<file path="src/rtl/mat_pkg.sv">
// mat_pkg: shared defaults and state encoding for the matrix stream collector
package mat_pkg;

    localparam int MAT_INTEGER_SIZE = 7;
    localparam int MAT_FRACT_SIZE   = 11;
    localparam int MAT_DATA_WIDTH   = MAT_INTEGER_SIZE + MAT_FRACT_SIZE;
    localparam int MAT_N            = 4;
    localparam int FRAME_LEN        = MAT_N * MAT_N;

    typedef enum logic {
        COLLECT = 1'b0,
        FULL    = 1'b1
    } state_t;

endpackage

</file>
<file path="src/rtl/frame_counter.sv">
// frame_counter: modulo N*N element index with last-slot flag
module frame_counter #(
    parameter int N  = 4,
    parameter int CW = $clog2(N * N)
) (
    input  logic          clk,
    input  logic          rst_n,
    input  logic          inc,
    input  logic          clr,
    output logic [CW-1:0] idx,
    output logic          is_last
);

    localparam logic [CW-1:0] LAST = CW'(N * N - 1);

    logic [CW-1:0] cnt_q, cnt_d;

    // Clear beats increment; the last slot wraps back to zero
    always_comb begin
        cnt_d = clr ? '0 : inc ? (cnt_q == LAST ? '0 : cnt_q + 1'b1) : cnt_q;
    end

    // Counter register
    always_ff @(posedge clk or negedge rst_n) begin
        if (!rst_n) cnt_q <= '0;
        else        cnt_q <= cnt_d;
    end

    assign idx     = cnt_q;
    assign is_last = (cnt_q == LAST);

endmodule

</file>
<file path="src/rtl/matrix_stream_collector.sv">
// matrix_stream_collector: reassembles a serial complex element stream into a held 4x4 matrix
module matrix_stream_collector
    import mat_pkg::*;
#(
    parameter int INTEGER_SIZE = MAT_INTEGER_SIZE,
    parameter int FRACT_SIZE   = MAT_FRACT_SIZE,
    parameter int DATA_WIDTH   = INTEGER_SIZE + FRACT_SIZE,
    parameter int N            = MAT_N
) (
    input  logic                        clk,
    input  logic                        rst_n,
    input  logic [DATA_WIDTH-1:0]       in_r,
    input  logic [DATA_WIDTH-1:0]       in_i,
    input  logic                        in_valid,
    input  logic                        in_done,
    output logic [N*N*DATA_WIDTH-1:0]   mat_r,
    output logic [N*N*DATA_WIDTH-1:0]   mat_i,
    output logic                        mat_valid,
    input  logic                        mat_ack,
    output logic                        frame_err,
    output logic                        ovf_err,
    input  logic                        err_clr
);

    localparam int CW = $clog2(N * N);

    logic [CW-1:0] idx;
    logic          is_last;
    logic          accept;
    logic          done_ok;

    state_t state_q, state_d;
    logic   mat_valid_q;
    logic   frame_err_q, frame_err_d;
    logic   ovf_err_q, ovf_err_d;

    logic [N*N-1:0][DATA_WIDTH-1:0] mat_r_q, mat_r_d;
    logic [N*N-1:0][DATA_WIDTH-1:0] mat_i_q, mat_i_d;

    frame_counter #(.N(N), .CW(CW)) u_cnt (
        .clk     (clk),
        .rst_n   (rst_n),
        .inc     (accept),
        .clr     (accept && in_done),
        .idx     (idx),
        .is_last (is_last)
    );

    // Acceptance, next state and sticky error flags (a set outranks err_clr)
    always_comb begin
        accept      = in_valid && (state_q == COLLECT || mat_ack);
        done_ok     = accept && in_done && is_last;
        state_d     = done_ok ? FULL : (state_q == FULL && !mat_ack) ? FULL : COLLECT;
        frame_err_d = (accept && (in_done != is_last)) || (frame_err_q && !err_clr);
        ovf_err_d   = (state_q == FULL && !mat_ack && in_valid) || (ovf_err_q && !err_clr);
    end

    // Slot write: only the slot addressed by the counter changes
    always_comb begin
        mat_r_d = mat_r_q;
        mat_i_d = mat_i_q;
        if (accept) begin
            mat_r_d[idx] = in_r;
            mat_i_d[idx] = in_i;
        end
    end

    // FSM with registered valid and error outputs
    always_ff @(posedge clk or negedge rst_n) begin
        if (!rst_n) begin
            state_q     <= COLLECT;
            mat_valid_q <= 1'b0;
            frame_err_q <= 1'b0;
            ovf_err_q   <= 1'b0;
        end else begin
            state_q     <= state_d;
            mat_valid_q <= (state_d == FULL);
            frame_err_q <= frame_err_d;
            ovf_err_q   <= ovf_err_d;
        end
    end

    // Matrix storage, cleared on reset
    always_ff @(posedge clk or negedge rst_n) begin
        if (!rst_n) begin
            mat_r_q <= '0;
            mat_i_q <= '0;
        end else begin
            mat_r_q <= mat_r_d;
            mat_i_q <= mat_i_d;
        end
    end

    assign mat_r     = mat_r_q;
    assign mat_i     = mat_i_q;
    assign mat_valid = mat_valid_q;
    assign frame_err = frame_err_q;
    assign ovf_err   = ovf_err_q;

endmodule

</file>
<file path="config.mk">
export PLATFORM = sky130hd
export DESIGN_NAME = matrix_stream_collector
export DESIGN_NICKNAME = d
export VERILOG_FILES = /design/src/rtl/mat_pkg.sv /design/src/rtl/frame_counter.sv /design/src/rtl/matrix_stream_collector.sv
export SDC_FILE = /design/constraint.sdc
export NUM_CORES = 1
export LEC_CHECK = 0
export CAP_MARGIN = 5
export CORE_AREA = 2 2 244 246
export DETAILED_ROUTE_END_ITERATION = 8
export DIE_AREA = 0 0 246 248
export PLACE_DENSITY = 0.72
export SYNTH_ARGS = -nofsm -noshare
export SYNTH_HDL_FRONTEND = slang
export SYNTH_SLANG_ARGS = --single-unit
</file>
<file path="constraint.sdc">
create_clock -name clk -period 3.5 [get_ports clk]
set_clock_uncertainty 0.05 [all_clocks]
set_input_delay 0.525 -clock clk [delete_from_list [all_inputs] [get_ports clk]]
set_output_delay 0.525 -clock clk [all_outputs]
set_load 0.05 [all_outputs]
</file>
==> results.sh <==
export IMPL_dp_hpwl_um=47500
export IMPL_power_uw=23600
export IMPL_whs_ns=0.436
export IMPL_power_frac_comb=0.372
export IMPL_ys_types=40
export IMPL_synthCells=1310
export IMPL_grt_first_pass_wirelength_um=101000
export IMPL_coreArea_mm2=0.0585
export IMPL_grtUsageTotal=0.224
export IMPL_first_pass_iters=4
export IMPL_detail_route_antenna_nets=0
export IMPL_hold_viol=0
export IMPL_pin_count=621
export IMPL_hp_start="mat_i[62]$_DFFE_PN0P_"
export IMPL_setup_viol=0
export IMPL_dieArea_mm2=0.0610
export IMPL_syn_nets=1356
export IMPL_period_share=0.792
export IMPL_crit_fanout=26
export IMPL_dieWidth_um=246
export IMPL_clkTransAtPathRegs_ns=0.06
export IMPL_syn_avg_cell_area_um2=17.1
export IMPL_hold_class="reg -> reg"
export IMPL_via_count=13700
export IMPL_hold_path_depth=1
export IMPL_ys_ff_latch=583
export IMPL_drc=0
export IMPL_yosysSeqAreaShare=0.650
export IMPL_setup_tns_ns=0
export IMPL_async_reset_ff_frac=1.00
export IMPL_swShare=0.385
export IMPL_rsz0062_at_grt="no"
export IMPL_finalNetCount=1985
export IMPL_routedWlPerCell_um=25.1
export IMPL_worstPathArrival_ns=3.21
export IMPL_clk_latency_ns=0.62
export IMPL_pwr_share_clk=0.262
export IMPL_ir_worst_vdd_v=0.000601
export IMPL_antenna_found_initial=4
export IMPL_mostFrequentLayoutCell="clkdlybuf4s50_1"
export IMPL_p_leak_uw=0.0146
export IMPL_slew_viol_final=0
export IMPL_cts_resized=0
export IMPL_crit_path_end_kind="flop"
export IMPL_gp_congestion=0.801
export IMPL_portBuffers=620
export IMPL_pwr_density_cell_mw_per_mm2=749
export IMPL_min_to="mat_i[62]$_DFFE_PN0P_"
export IMPL_grt_remaining_overflow=0
export IMPL_areaGrowthSynthToFinish_pct=40.3
export IMPL_reg2reg_setup_slack_ns=0.73
export IMPL_drive_gt1_frac=0.364
export IMPL_routed_wl_um=69300
export IMPL_cts_tree="built"
export IMPL_tightest_slew_ns=1.02
export IMPL_syn_cell_area_mm2=0.0224
export IMPL_fin_crit_ns=2.77
export IMPL_start_kind="flop"
export IMPL_cp_startpoint="u_cnt.idx[3]$_DFFE_PN0P_"
export IMPL_worstRegToRegCells=4
export IMPL_power_switching_uw=9080
export IMPL_synth_edf_count=0
export IMPL_slew_headroom=0.319
export IMPL_htree_levels=2
export IMPL_rr_startpoint="u_cnt.idx[3]$_DFFE_PN0P_"
export IMPL_synth_warnings=0
export IMPL_clock_sinks=583
export IMPL_crit_type="reg -> reg"
export IMPL_outcome="finished clean"
export IMPL_first_global_vias=14700
export IMPL_root_buffer="clkbuf_16"
export IMPL_power_frac_seq=0.365
export IMPL_cp_slowest_stage_delay_ns=0.96
export IMPL_cts_buffer_depth=3
export IMPL_cts_inserted_buffers=58
export IMPL_required_ns=3.94
export IMPL_fmax_mhz=361
export IMPL_rows=89
export IMPL_r2r_end="mat_r[271]$_DFFE_PN0P_"
export IMPL_cts_setup_buffers=0
export IMPL_hold_buffers=1
export IMPL_ys_flop_type="dfrtp_1"
export IMPL_max_cap_violations=0
export IMPL_layout_common_cells="619 x clkdlybuf4s50_1, 583 x dfrtp_1, 490 x mux2_2, 70 x mux2_4, 59 x clkbuf_16"
export IMPL_intPower_uw=14500
export IMPL_crit_slowest_cell="dfrtp_1"
export IMPL_initialDrtViolationCount=476
export IMPL_start_util=0.384
export IMPL_path_cells="nand2_1, nor3_2, buf_4, mux2_2"
export IMPL_grt_max_degree=73
export IMPL_fp_dieH_um=248
export IMPL_avgViaCountPerCell=4.98
-- cell families (layout without fill, tap and decap cells) --
| family | after synthesis | after routing | share of synthesized area |
|---|---|---|---|
| DFF | 583 | 583 | 0.650 |
| muxes | 576 | 576 | 0.301 |
| buffers and inverters | 103 | 777 | 0.0284 |
| and+or+nand+nor | 31 | 31 | 0.0142 |
| AOI/OAI and AO/OA | 12 | 12 | 0.00351 |
| adders and majority gates | 4 | 4 | 0.00223 |
| xor gates and xnor gates | 1 | 1 | 0.000391 |
| other | 0 | 1 | 0 |
-- power by group through the flow --
stage | registers [µW] | logic [µW] | clock network [µW]
floorplan | 12900 | 1260 | 0
global placement | 8640 | 8760 | 0
detailed placement | 8710 | 8810 | 0
CTS | 8610 | 8840 | 6320
global route | 8760 | 9070 | 6620
finish | 8610 | 8780 | 6180
-- layout make-up --
cell class	instances	area, µm²
inverter	5	18.8
multi-input combinational	624	7240
antenna	1	2.50
timing repair buffer	667	6740
fill	4730	27000
clock inverter	23	208
tap	773	967
clock buffer	82	1700
sequential	583	14600
-- cells in the mapped netlist (3+ instances only) --
| cell | n | area, µm² |
|---|---|---|
| nand3_1 | 3 | 15.0 |
| clkbuf_1 | 36 | 135 |
| buf_12 | 6 | 120 |
| buf_6 | 7 | 78.8 |
| ha_1 | 4 | 50.1 |
| mux2_1 | 16 | 180 |
| mux2_4 | 70 | 1050 |
| buf_2 | 33 | 165 |
| buf_4 | 16 | 120 |
| mux2_2 | 490 | 5520 |
| dfrtp_1 | 583 | 14600 |
| inv_1 | 5 | 18.8 |
-- flip-flops by register name, summed over array words and instances, names as in the netlist --
| register | count |
|---|---|
| ovf_err | 1 |
| u_cnt.idx | 4 |
| mat_i | 288 |
| mat_r | 288 |
| frame_err | 1 |
| mat_valid | 1 |
-- critical path: cells and delay by family (launching register included) --
kind	cells	cell delay [ns]
muxes	1	0.40
DFF	1	0.96
and+or+nand+nor	2	0.62
buffers and inverters	1	0.59
-- metal layers --
metal / vias to the layer above / routed length [µm] / global-route usage
met3: 131 / 5550 / 0.0686
met1: 7226 / 28000 / 0.282
met5: - / 13 / 0
met2: 495 / 33700 / 0.369
met4: 2 / 2100 / 0.0740
li1: 5882 / - / -
-- worst max path at each step --
stage                                   endpoint  depth (start not counted)  slack, ns
after detailed placement  mat_r[233]$_DFFE_PN0P_                          5       0.53
after global placement     mat_i[87]$_DFFE_PN0P_                          6       0.61
after CTS                 mat_i[286]$_DFFE_PN0P_                          4       0.65
after floorplan            mat_i[50]$_DFFE_PN0P_                          6       1.29
final                     mat_r[271]$_DFFE_PN0P_                          4       0.73
after global routing      mat_r[275]$_DFFE_PN0P_                          4       0.57
-- through the flow --
step	setup WS (ns)	cells	instance area [µm²]	utilization
floorplan	1.29	1310	22400	-
global placement	0.614	2651	29500	0.505
detailed placement	0.533	2651	29500	0.505
CTS	0.650	2757	31500	0.538
global route	0.570	2758	31500	0.538
finish	0.728	2758	31500	0.538
(Power assumes the default switching activity.)
